## src/rtl/sphn_pong_pkg.sv

```systemverilog
// Shared definitions for the pong paddle controller: default screen geometry
// and the paddle direction encoding.
package sphn_pong_pkg;

  localparam int V_ACTIVE_DEFAULT = 480;
  localparam int PADDLE_H_DEFAULT = 64;

  typedef enum logic [1:0] {
    IDLE = 2'd0,
    UP   = 2'd1,
    DOWN = 2'd2
  } dir_t;

  // A single pressed button picks a direction; both or neither means stand still.
  function automatic dir_t pick_dir(input logic up, input logic down);
    dir_t d;
    d = IDLE;
    if (up && !down) begin
      d = UP;
    end else if (down && !up) begin
      d = DOWN;
    end
    return d;
  endfunction

endpackage

```

## src/rtl/sphn_debounce.sv

```systemverilog
// Button conditioner: two-flop synchronizer followed by a counting debouncer.
// The debounced level only follows the synchronized level after it has
// disagreed for 2^DB_BITS consecutive cycles.
module sphn_debounce #(
  parameter int DB_BITS = 16
) (
  input  logic clk,
  input  logic rst,
  input  logic raw,
  output logic level
);

  logic               sync_a;
  logic               sync_b;
  logic [DB_BITS-1:0] count;

  // Bring the asynchronous button into the pixel clock domain.
  always_ff @(posedge clk) begin
    if (rst) begin
      sync_a <= 1'b0;
      sync_b <= 1'b0;
    end else begin
      sync_a <= raw;
      sync_b <= sync_a;
    end
  end

  // Count disagreement cycles; any agreement restarts the count.
  always_ff @(posedge clk) begin
    if (rst) begin
      count <= '0;
      level <= 1'b0;
    end else if (sync_b != level) begin
      if (count == {DB_BITS{1'b1}}) begin
        level <= sync_b;
        count <= '0;
      end else begin
        count <= DB_BITS'(count + 1'b1);
      end
    end else begin
      count <= '0;
    end
  end

endmodule

```

## src/rtl/sphn_paddle_ctrl.sv

```systemverilog
// Pong paddle controller: debounced up/down buttons drive a direction FSM,
// and the paddle position moves once per frame tick, clamped to the screen.
// Optional feature macro SPHN_PADDLE_ACCEL_EN: the per-frame step ramps from
// 1 up to SPEED while a direction is held.
module sphn_paddle_ctrl
  import sphn_pong_pkg::*;
#(
  parameter int V_ACTIVE = V_ACTIVE_DEFAULT,
  parameter int PADDLE_H = PADDLE_H_DEFAULT,
  parameter int SPEED    = 4,
  parameter int DB_BITS  = 16
) (
  input  logic       pix_clk,
  input  logic       pix_rst,
  input  logic       i_move_up,
  input  logic       i_move_down,
  input  logic       i_frame_tick,
  output logic [9:0] o_paddle_y,
  output logic       o_moving,
  output logic       o_at_limit
);

  localparam int               Y_MAX   = V_ACTIVE - PADDLE_H;
  localparam logic signed [10:0] Y_MAX_S = 11'(Y_MAX);
  localparam logic [9:0]       Y_RESET = 10'(Y_MAX / 2);

  logic               up_db;
  logic               down_db;
  dir_t               dir;
  dir_t               next_dir;
  logic [3:0]         step;
  logic signed [10:0] y_cur;
  logic signed [10:0] y_up;
  logic signed [10:0] y_down;
  logic signed [10:0] y_new;

  sphn_debounce #(.DB_BITS(DB_BITS)) u_db_up (
    .clk   (pix_clk),
    .rst   (pix_rst),
    .raw   (i_move_up),
    .level (up_db)
  );

  sphn_debounce #(.DB_BITS(DB_BITS)) u_db_down (
    .clk   (pix_clk),
    .rst   (pix_rst),
    .raw   (i_move_down),
    .level (down_db)
  );

  assign next_dir = pick_dir(up_db, down_db);

`ifdef SPHN_PADDLE_ACCEL_EN
  logic [3:0] step_q;

  // Ramp the step while one direction is held across ticks; restart on any change.
  always_ff @(posedge pix_clk) begin
    if (pix_rst) begin
      step_q <= 4'd1;
    end else if (next_dir == IDLE || next_dir != dir) begin
      step_q <= 4'd1;
    end else if (i_frame_tick && dir != IDLE && step_q < 4'(SPEED)) begin
      step_q <= step_q + 4'd1;
    end
  end

  assign step = step_q;
`else
  assign step = 4'(SPEED);
`endif

  // Candidate next position, widened and signed so clamping never sees a wrap.
  always_comb begin
    y_cur  = signed'({1'b0, o_paddle_y});
    y_up   = y_cur - signed'({7'b0, step});
    y_down = y_cur + signed'({7'b0, step});
    y_new  = y_cur;
    case (dir)
      UP:      y_new = y_up[10] ? 11'sd0 : y_up;
      DOWN:    y_new = (y_down > Y_MAX_S) ? Y_MAX_S : y_down;
      default: y_new = y_cur;
    endcase
  end

  // Direction FSM, re-evaluated every cycle, with o_moving tracking the state.
  always_ff @(posedge pix_clk) begin
    if (pix_rst) begin
      dir      <= IDLE;
      o_moving <= 1'b0;
    end else begin
      dir      <= next_dir;
      o_moving <= (next_dir != IDLE);
    end
  end

  // Position and limit flag only move on a frame tick; reset discards the tick.
  always_ff @(posedge pix_clk) begin
    if (pix_rst) begin
      o_paddle_y <= Y_RESET;
      o_at_limit <= 1'b0;
    end else if (i_frame_tick) begin
      o_paddle_y <= y_new[9:0];
      o_at_limit <= (y_new == 11'sd0) || (y_new == Y_MAX_S);
    end
  end

endmodule

```

## config.mk

```make
export PLATFORM = sky130hd
export DESIGN_NAME = sphn_paddle_ctrl
export DESIGN_NICKNAME = d
export VERILOG_FILES = /design/src/rtl/sphn_pong_pkg.sv /design/src/rtl/sphn_debounce.sv /design/src/rtl/sphn_paddle_ctrl.sv
export SDC_FILE = /design/constraint.sdc
export NUM_CORES = 1
export LEC_CHECK = 0
export ABC_AREA = 1
export BUFFER_PORTS_ARGS = -buffer_cell sky130_fd_sc_hd__buf_2
export CORE_ASPECT_RATIO = 0.7
export CORE_MARGIN = 2
export CORE_UTILIZATION = 35
export CTS_CLUSTER_DIAMETER = 150
export DETAILED_ROUTE_END_ITERATION = 10
export PLACE_DENSITY = 0.54
export SLEW_MARGIN = 25
export SYNTH_ARGS = -nofsm -noshare
export SYNTH_HDL_FRONTEND = slang
export SYNTH_HIERARCHICAL = 1
export SYNTH_SLANG_ARGS = --single-unit
```

## constraint.sdc

```tcl
create_clock -name pix_clk -period 1.9 [get_ports pix_clk]
set_input_delay 0.475 -clock pix_clk [delete_from_list [all_inputs] [get_ports pix_clk]]
set_output_delay 0.475 -clock pix_clk [all_outputs]
set_load 0.02 [all_outputs]
```

==> summary.md, run 1 <==
| Metric | Value |
|---|---|
| Outcome | complete, no violations |
| Commonest cells in the netlist | 102 x nand2_1, 77 x nor2_1, 62 x inv_1 |
| Die W | 115 um |
| Vias in the first global route | around 2.5k |
| Initial Util | 35.8% |
| Worst path required time | 2.13 ns |
| Count leader, synth | nand2_1 |
| Site Rows | 28 |
| WS Path Type | flip-flop to flip-flop |
| Cells after Synth | 450 |
| Tot Pwr | 2.28 mW |
| Post-synth top flop | dfxtp_1 |
| Fin Setup TNS | 0 ns |
| Net switching power figure | ~0.58 mW |
| Worst path most repeated cell | nand3_1 |
| Clock power share | 40.8% |
| Worst Setup End Kind | flip-flop |
| GRT overflow | 0 |
| Area of the multi-input gates | 1720 sq um |
| Routed vias/inst | around 4.7 |
| Fin crit period | 1.89 ns |
| Initial antenna violation count | 0 |
| GRT Total Usage | 15.0% |
| Fmax | 0.528 GHz |
| CP arrival | 2.12 ns |
| CTS Buf Count | 5 |
| Clock Root Buffer | clkbuf_16 |
| Sequential fraction of the synthesis area | roughly a third |
| Worst Max-Slew Pin Slew | 0.485 ns |
| Die area | 9320 sq um |
| Pins Over Slew Limit | 0 |
| DRT iter0 DRCs | 151 |
| Routed len/inst | roughly 11 um |
| CP Cell Sequence | inv_1 -> ha_1 -> nand3_1 -> nor2_2 -> nand3_1 -> nand2_2 -> nand2_1 -> inv_1 -> nand2_1 -> nand2_1 -> nand3_1 -> nor2_1 -> nand3_1 -> a21oi_2 |
| Switching Fraction | roughly 26% |
| Internal Power | 1.69 mW |
| Max Buffers Root-to-Sink | 2 |
| Worst Skew | roughly 0.0074 ns |
| Synth top area cells | dfxtp_1 35%, nand2_1 13%, nor2_1 9.7%, inv_1 7.8%, nand3_1 6.0% |
| Crit start category | flip-flop |
| HP Class | primary input to flip-flop |
| Fin crit share | 99.7% |
| Post-DRT Antenna Nets | 0 |
| Synth-to-layout area growth | 20.6% |
| Async SR Flop Fraction | 0% |
| Layout fillers | 896 |
| CTS tree | done |
| Share of layout cells above drive strength 1 | between 10% and 20% |
| #FFs+latches synth | 52 |
| Clk_lat worst skew | 0.29 ns |
| Number of synthesized flops with an enable pin | 0 |
| Dpl hpwl | 5230 um |
| Total number of vias | between 2k and 3k |
| Total iterations of the first detailed-routing run | 4 |
| Cell taking the most area after synthesis | dfxtp_1 |
| Clock sink count | 52 |
| Seq pwr share | 49.7% |
| Yosys cell types | 34 |
| Combinational fraction of design power | 9.5% |
| Slowest cell on crit path | dfxtp_4 |
| Vert. Die Dim | 81.4 um |
| Post-synth top area share | 34.8% |
| Core Util, Final | between 40% and 50% |
| CP Max Fanout | 5 |
| Setup violators final | 0 |
| RSZ-0062 raised after global routing | yes |
| Syn Area/Cell | between 6 and 7 sq um |
| First-pass GRT wire length | 11300 um |
| Post-synthesis cell area | 2990 sq um |
| Port bufs | 16 |
| N_diodes | 0 |
| Final WL | 6710 um |
| Core Region | 8370 sq um |
| Syn nets | 464 |
| Syn. warnings | 6 |
| Pwr Density | 630 nW/um^2 |
| Residual DRC | 0 |
| Headroom to the max-slew limit | 67.5% |
| P_leak | 1.51 nW |
| Max_cap viols | 0 |
| H-tree levels | 2 |
| Clock slew at reported path FFs | 0.08 ns |
| GPL Wtd Cong | ~0.87 |
| VDD IR max | 0.561 mV |
| Nets | 510 |
| Critical path's largest stage delay | 0.37 ns |
| IO Pins | 17 |
| Largest net degree at the start of global routing | 19 |
| Register area | 1050 sq um |
| Final hold vios | 0 |
==> area by class of cell <==
cell class | instances | share of cell area [%]
inverter | 64 | 6.65
clock buffer | 5 | 3.46
multi-input combinational | 325 | 47.5
tap | 105 | 3.64
sequential | 52 | 29.2
clock inverter | 3 | 0.693
timing repair buffer | 48 | 8.87
==> worst max-delay path: cells and delay by family, from the launching register on <==
kind                     cells  cell delay, ns
AO/OA/AOI/OAI                1            0.11
adder cells (fa/ha/maj)      1            0.16
buffers and inverters        2            0.18
flip-flops                   1            0.37
AND/OR/NAND/NOR             10            0.99
==> metrics by stage <==
stage / cell area, sq um / instances / hold slack (ns) / worst slack, ns
CTS: 3560 / 601 / 0.374 / 0.00722
detailed placement: 3390 / 593 / 0.393 / -0.0418
global route: 3610 / 602 / 0.389 / -0.134
global placement: 3390 / 593 / 0.392 / -0.0177
finish: 3610 / 602 / 0.379 / 0.00617
floorplan: 3000 / 450 / 0.388 / 0.0481
==> registers in the layout (all words and copies together) (netlist names) <==
| name | cells |
|---|---|
| u_db_down/sync_a | 1 |
| u_db_down/level | 1 |
| o_paddle_y | 10 |
| u_db_up/level | 1 |
| u_db_up/sync_a | 1 |
| u_db_up/count | 16 |
| u_db_up/sync_b | 1 |
| o_moving | 1 |
| o_at_limit | 1 |
| u_db_down/sync_b | 1 |
| u_db_down/count | 16 |
| dir | 2 |
==> layout by cell type, fill, tap and decap left out, drive strengths merged <==
master	synthesis	final
a211oi	1	1
clkbuf	4	5
nand4	12	12
ha	9	9
clkinvlp	0	1
a31oi	1	1
nor2	82	82
a21oi	20	20
inv	64	66
buf	5	48
nand2	113	113
dfxtp	52	52
xor2	11	11
nor3b	1	1
o211ai	1	1
or2	2	2
nand3	37	37
o21bai	4	4
nand3b	3	3
xnor2	7	7
a21boi	1	1
o21ai	14	14
nor3	6	6
==> metal layers <==
layer,global-route usage [%],vias to the layer above,routed length (um)
met2,23.1,50,2760
met1,21.9,1259,3620
met3,2.54,5,278
li1,-,1503,-
met4,3.29,0,56
met5,0,-,0
==> cells by family after synthesis <==
kind of cell | synth area share, %
AND/OR/NAND/NOR | 37.6
buffers and inverters | 9.86
flip-flops | 34.8
AO/OA/AOI/OAI | 8.53
XOR/XNOR | 5.52
adder cells (fa/ha/maj) | 3.76
==> power by group through the flow <==
stage / Clock [mW] / Sequential [mW] / Combinational [mW]
detailed placement: 0 / 1.15 / 0.204
global placement: 0 / 1.15 / 0.207
floorplan: 0 / 1.16 / 0.115
finish: 0.929 / 1.13 / 0.215
CTS: 0.956 / 1.13 / 0.207
global route: 1.01 / 1.13 / 0.240
==> path summary, 6_finish.rpt <==
kind,slack [ns],from,cells after the start,end
max,0.006,o_paddle_y[3],14,o_at_limit
min,0.38,i_move_up,3,u_db_up/sync_a
max reg2reg,0.006,o_paddle_y[3],14,o_at_limit
min reg2reg,0.40,u_db_down/sync_a,2,u_db_down/sync_b
==> repair_timing <==
item / 4_1_cts / 5_1_grt
hold endpoints to repair: 0 / 0
gates resized for setup: 5 / 16
pin swaps: 1 / 5
setup buffers: 0 / 1
hold buffers: 0 / 0
endpoints found under the setup margin: 1 / 6
(Power assumes the default switching activity.)
==> inputs of run 2 (changes only) <==
--- a/config.mk
+++ b/config.mk
@@ -12,7 +12,7 @@
 export CORE_UTILIZATION = 35
 export CTS_CLUSTER_DIAMETER = 150
 export DETAILED_ROUTE_END_ITERATION = 10
-export PLACE_DENSITY = 0.54
+export PLACE_DENSITY = 0.56
 export SLEW_MARGIN = 25
 export SYNTH_ARGS = -nofsm -noshare
 export SYNTH_HDL_FRONTEND = slang
==> summary.md, run 2 (synthesis results as in run 1) <==
| Metric | Value |
|---|---|
| Hold path startpoint | i_move_down (was i_move_up) |
| Layout fillers | 837 (was 896) |
| Die area | 9320 sq um (unchanged) |
| Clock Root Buffer | clkbuf_16 (unchanged) |
| Post-DRT Antenna Nets | 0 (unchanged) |
| HP Class | primary input to flip-flop (unchanged) |
| Register area | 1050 sq um (unchanged) |
| Final hold vios | 0 (unchanged) |
| Worst Setup End Kind | flip-flop (unchanged) |
| Fin Setup TNS | -0.0454 ns (was 0 ns) |
| Worst path required time | 2.12 ns (was 2.13 ns) |
| Pwr Density | 620 nW/um^2 (was 630 nW/um^2) |
| GRT overflow | 0 (unchanged) |
| Most frequent cells in the layout | 93 x nand2_1, 77 x nor2_1, 60 x inv_1 (was 100 x nand2_1, 77 x nor2_1, 61 x inv_1) |
| Hold Worst Slack | 0.389 ns (was 0.379 ns) |
| Clock sink count | 52 (unchanged) |
| Worst Max-Slew Pin Slew | 0.455 ns (was 0.485 ns) |
| Routed len/inst | 11.4 um (was 11.1 um) |
| Fin crit share | 102% (was 99.7%) |
| Crit start category | flip-flop (unchanged) |
| Commonest non-fill, non-tap cell in the layout | nand2_1 (unchanged) |
| Core Region | 8370 sq um (unchanged) |
| WS Path Type | flip-flop to flip-flop (unchanged) |
| Clk_lat worst skew | 0.29 ns (about the same) |
| Routed vias/inst | 4.72 (was 4.68) |
| Setup violators final | 1 (was 0) |
| Fmax | 0.514 GHz (was 0.528 GHz) |
| H-tree levels | 2 (unchanged) |
| Initial Util | 35.8% (unchanged) |
| Headroom to the max-slew limit | 69.6% (was 67.5%) |
| VDD IR max | 0.504 mV (was 0.561 mV) |
| Clock slew at reported path FFs | 0.07 ns (was 0.08 ns) |
| Depth of the worst register-to-register path | 14 (unchanged) |
| GRT Total Usage | 14.8% (was 15.0%) |
| Final instance area | 3620 sq um (was 3610 sq um) |
| Hold-fix buffers at CTS | 0 (unchanged) |
| Synth-to-layout area growth | 21.0% (was 20.6%) |
| Residual DRC | 0 (unchanged) |
| Fin crit period | 1.95 ns (was 1.89 ns) |
| Violated checks | negative setup slack |
| CTS tree | done (unchanged) |
| Total number of vias | 2832 (was 2817) |
| Largest regs | u_db_down/count (16), u_db_up/count (16), o_paddle_y (10) (unchanged) |
| Hold depth | 3 (unchanged) |
| P_leak | 1.49 nW (was 1.51 nW) |
| RSZ-0062 raised after global routing | yes (unchanged) |
| CP arrival | 2.17 ns (was 2.12 ns) |
| Dpl ws | -0.0578 ns (was -0.0418 ns) |
| CTS Buf Count | 5 (unchanged) |
| Worst r2r dst | o_at_limit (unchanged) |
| FF-to-FF setup slack | -0.05 ns (was 0.006 ns) |
| Max Buffers Root-to-Sink | 2 (unchanged) |
| Total iterations of the first detailed-routing run | 4 (unchanged) |
| Port bufs | 16 (unchanged) |
| Share of layout cells above drive strength 1 | 21.0% (was 19.3%) |
| Crit path max-delay family | simple AND/OR/NAND/NOR gates (unchanged) |
| DRT iter0 DRCs | 145 (was 151) |
| CP Buf/Inv Count | 2 (unchanged) |
| IO Pins | 17 (unchanged) |
| Post-Place Cells | 585 (was 593) |
| Non-filler cells, final | 600 (was 602) |
| Final WL | 6850 um (was 6710 um) |
| Vias in the first global route | 2457 (was 2514) |
| Worst Skew | 0.00444 ns (was 0.00740 ns) |
| Nets | 508 (was 510) |
| Vert. Die Dim | 81.4 um (unchanged) |
| Max_cap viols | 0 (unchanged) |
| Final worst slack | -0.0454 ns (was 0.00617 ns) |
| Placed instance area | 3330 sq um (was 3390 sq um) |
| Hold EP | u_db_down/sync_a (was u_db_up/sync_a) |
| Die W | 115 um (unchanged) |
| Critical path's largest stage delay | 0.37 ns (about the same) |
| Outcome | complete, but fails checks (was complete, no violations) |
| Area of the multi-input gates | 1740 sq um (was 1720 sq um) |
| R2R Path Start | o_paddle_y[2] (was o_paddle_y[3]) |
| N_diodes | 0 (unchanged) |
| Slowest cell on crit path | dfxtp_4 (unchanged) |
| Pins Over Slew Limit | 0 (unchanged) |
| Site Rows | 28 (unchanged) |
| GPL Wtd Cong | 0.860 (was 0.871) |
| First-pass GRT wire length | 11100 um (was 11300 um) |
| Dpl hpwl | 5030 um (was 5230 um) |
| CP Cell Sequence | inv_1 -> ha_2 -> nand3_1 -> nor2_2 -> nand3_2 -> nand2_2 -> buf_4 -> o21ai_0 -> o21bai_1 -> nand2_1 -> nand2_1 -> nor2_1 -> nand3_2 -> a21oi_2 (was inv_1 -> ha_1 -> nand3_1 -> nor2_2 -> nand3_1 -> nand2_2 -> nand2_1 -> inv_1 -> nand2_1 -> nand2_1 -> nand3_1 -> nor2_1 -> nand3_1 -> a21oi_2) |
| Tot Pwr | 2.25 mW (was 2.28 mW) |
| Initial antenna violation count | 0 (unchanged) |
| CP Max Fanout | 5 (unchanged) |
| Largest net degree at the start of global routing | 18 (was 19) |
| Core Util, Final | 43.3% (was 43.1%) |
==> run 2: area by class of cell <==
type | instances | share of cell area, %
Multi-Input combinational cell | 325 | 47.9
Sequential cell | 52 | 29.1
Timing Repair Buffer | 46 | 8.57
Inverter | 64 | 6.74
Tap cell | 105 | 3.63
Clock buffer | 5 | 3.45
Clock inverter | 3 | 0.587
==> run 2: timing repair <==
action / 4_1_cts / 5_1_grt
resized for setup: 6 / 25
pin swaps: 1 / 20
endpoints found under the setup margin: 1 / 4
buffers inserted: 0 / 7
hold endpoints to repair: 0 / 0
==> run 2: power by group <==
group	total [mW]	internal [mW]	switching, mW
Combinational	0.220	0.0893	0.130
Sequential	1.13	1.11	0.0262
Clock	0.895	0.491	0.404
Total	2.25	1.69	0.561
==> run 2: metal layers <==
layer / up-vias / wire length, um / part of all wire [%] / GRT usage, %
li1: 1510 / - / - / -
met1: 1241 / 3570 / 52 / 21.5
met2: 77 / 2840 / 41 / 22.1
met3: 4 / 402 / 5.9 / 2.84
met4: 0 / 44 / 0.64 / 4.02
met5: - / 0 / 0 / 0
==> run 2: worst max path at each step <==
stage,startpoint,end,cells past startpoint
after floorplan,o_paddle_y[2],o_at_limit,15
after global placement,o_paddle_y[2],o_at_limit,15
after detailed placement,o_paddle_y[2],o_at_limit,15
after CTS,dir[0],o_at_limit,11
after global routing,o_paddle_y[2],o_at_limit,15
final,o_paddle_y[2],o_at_limit,14
==> run 2: worst register-to-register path: stages (launching register included) <==
cell and delay (ns):
dfxtp_4 0.37, inv_1 0.06, ha_2 0.17, nand3_1 0.09, nor2_2 0.14, nand3_2 0.09, nand2_2 0.12, buf_4 0.12
o21ai_0 0.06, o21bai_1 0.16, nand2_1 0.09, nand2_1 0.07, nor2_1 0.13, nand3_2 0.09, a21oi_2 0.12
==> inputs of run 3 (changes only) <==
--- a/config.mk
+++ b/config.mk
@@ -13,6 +13,7 @@
 export CTS_CLUSTER_DIAMETER = 150
 export DETAILED_ROUTE_END_ITERATION = 10
 export PLACE_DENSITY = 0.56
+export REMOVE_ABC_BUFFERS = 1
 export SLEW_MARGIN = 25
 export SYNTH_ARGS = -nofsm -noshare
 export SYNTH_HDL_FRONTEND = slang
==> summary.md, run 3 (synthesis results as in run 1) <==
| Metric | Value |
|---|---|
| Post-DRT Antenna Nets | 0 (unchanged) |
| Initial antenna violation count | 0 (unchanged) |
| Routed vias/inst | 4.68 (was 4.72) |
| Total iterations of the first detailed-routing run | 4 (unchanged) |
| Dpl hpwl | 5090 um (was 5030 um) |
| Routed len/inst | 11.5 um (was 11.4 um) |
| Residual DRC | 0 (unchanged) |
| N_diodes | 0 (unchanged) |
| RSZ-0062 raised after global routing | yes (unchanged) |
| Pwr Density | 613 nW/um^2 (was 620 nW/um^2) |
| Worst Max-Slew Pin Slew | 0.460 ns (was 0.455 ns) |
| Total number of vias | 2839 (was 2832) |
| Die area | 9320 sq um (unchanged) |
| GRT Total Usage | 15.3% (was 14.8%) |
| Clock slew at reported path FFs | 0.07 ns (about the same) |
| Layout fillers | 838 (was 837) |
| Largest regs | u_db_down/count (16), u_db_up/count (16), o_paddle_y (10) (unchanged) |
| Violated checks | negative setup slack (unchanged) |
| Pins Over Slew Limit | 0 (unchanged) |
| Fmax | 0.526 GHz (was 0.514 GHz) |
| Worst Setup End Kind | flip-flop (unchanged) |
| P_leak | 1.54 nW (was 1.49 nW) |
| DRT iter0 DRCs | 123 (was 145) |
| Headroom to the max-slew limit | 69.2% (was 69.6%) |
| VDD IR max | 0.366 mV (was 0.504 mV) |
| HP Class | primary input to flip-flop (unchanged) |
| GRT overflow | 0 (unchanged) |
| Outcome | complete, but fails checks (unchanged) |
| CP Max Fanout | 5 (unchanged) |
| Fin crit share | 100% (was 102%) |
| Share of layout cells above drive strength 1 | 23.4% (was 21.0%) |
| Hold Worst Slack | 0.388 ns (was 0.389 ns) |
| Max Buffers Root-to-Sink | 2 (unchanged) |
| Vias in the first global route | 2486 (was 2457) |
| Hold-fix buffers at CTS | 0 (unchanged) |
| CTS tree | done (unchanged) |
| Max_cap viols | 0 (unchanged) |
| Nets | 514 (was 508) |
| GPL Wtd Cong | 0.945 (was 0.860) |
| CTS Buf Count | 5 (unchanged) |
| Fin crit period | 1.90 ns (was 1.95 ns) |
| Initial Util | 35.8% (unchanged) |
| Worst path required time | 2.12 ns (about the same) |
| Setup violators final | 1 (unchanged) |
| IO Pins | 17 (unchanged) |
| Clock Root Buffer | clkbuf_16 (unchanged) |
| Clock sink count | 52 (unchanged) |
| Worst Skew | 0.00567 ns (was 0.00444 ns) |
| Clk_lat worst skew | 0.29 ns (about the same) |
| H-tree levels | 2 (unchanged) |
| Final hold vios | 0 (unchanged) |
| Commonest non-fill, non-tap cell in the layout | nand2_1 (unchanged) |
| Tot Pwr | 2.30 mW (was 2.25 mW) |
| Final worst slack | -0.00170 ns (was -0.0454 ns) |
| Die W | 115 um (unchanged) |
| Core Region | 8370 sq um (unchanged) |
| WS Path Type | flip-flop to flip-flop (unchanged) |
| Port bufs | 16 (unchanged) |
| Vert. Die Dim | 81.4 um (unchanged) |
| Largest net degree at the start of global routing | 18 (unchanged) |
| CP arrival | 2.12 ns (was 2.17 ns) |
| Crit start category | flip-flop (unchanged) |
| Site Rows | 28 (unchanged) |
| Most frequent cells in the layout | 97 x nand2_1, 74 x nor2_1, 58 x inv_1 (was 93 x nand2_1, 77 x nor2_1, 60 x inv_1) |
| First-pass GRT wire length | 11500 um (was 11100 um) |
| Final WL | 7000 um (was 6850 um) |
| Synth-to-layout area growth | 25.3% (was 21.0%) |
run 3: final timing paths:
kind                       start             end  slack (ns)  cells past startpoint
hold / removal         i_move_up  u_db_up/sync_a        0.39                      3
setup / recovery   o_paddle_y[3]   o_paddle_y[7]      -0.002                     15
hold reg to reg   u_db_up/sync_a  u_db_up/sync_b        0.40                      2
setup reg to reg   o_paddle_y[3]   o_paddle_y[7]      -0.002                     15
run 3: area by class of cell:
type	instances	area, sq um	area share [%]
Clock buffer	7	143	3.80
Clock inverter	1	7.51	0.200
Inverter	64	245	6.54
Multi-Input combinational cell	325	1810	48.1
Sequential cell	52	1050	28.1
Tap cell	105	131	3.50
Timing Repair Buffer	52	365	9.74
run 3: power by group:
part / switching (mW) / total (mW) / leakage, nW / internal [mW]
sequential: 0.0230 / 1.13 / 0.422 / 1.10
clock: 0.393 / 0.919 / 0.0701 / 0.525
combinational: 0.148 / 0.254 / 1.04 / 0.106
total: 0.564 / 2.30 / 1.54 / 1.74
run 3: stage by stage:
| step | instances | instance area (sq um) | setup TNS, ns | setup slack (ns) | util, % |
|---|---|---|---|---|---|
| 2_1_floorplan | 441 | 2940 | -0.129 | -0.124 | - |
| 3_3_place_gp | 590 | 3360 | -0.0584 | -0.0584 | 40.1 |
| 3_5_place_dp | 590 | 3360 | -0.103 | -0.103 | 40.1 |
| 4_1_cts | 605 | 3640 | -0.0456 | -0.0456 | 43.4 |
| 5_1_grt | 606 | 3750 | -0.347 | -0.112 | 44.8 |
| 6_report | 606 | 3750 | -0.00170 | -0.00170 | 44.8 |
run 3: timing repair:
item / CTS / global route
hold endpoints to repair: 0 / 0
endpoints found under the setup margin: 1 / 7
gates cloned: 0 / 0
buffers inserted: 7 / 1
pin swaps: 12 / 23
gates resized for setup: 23 / 32
run 3: worst max-delay path: stages (launching register included):
cell      delay [ns]
dfxtp_4         0.39
ha_4            0.16
nand2_4         0.07
o21bai_1        0.12
nand2_1         0.09
nor2_1          0.11
nand2_1         0.07
nand2_2         0.08
nand2_4         0.08
nand2_2         0.08
nand2_2         0.05
nand2_2         0.09
nand2_2         0.07
buf_4           0.13
buf_4           0.12
o21ai_2         0.10
run 3: per-layer routing:
metal | global-route usage, % | vias up | part of all wire, %
li1 | - | 1512 | -
met1 | 23.1 | 1269 | 54
met2 | 22.2 | 53 | 41
met3 | 2.54 | 5 | 3.9
met4 | 4.02 | 0 | 0.74
met5 | 0 | - | 0
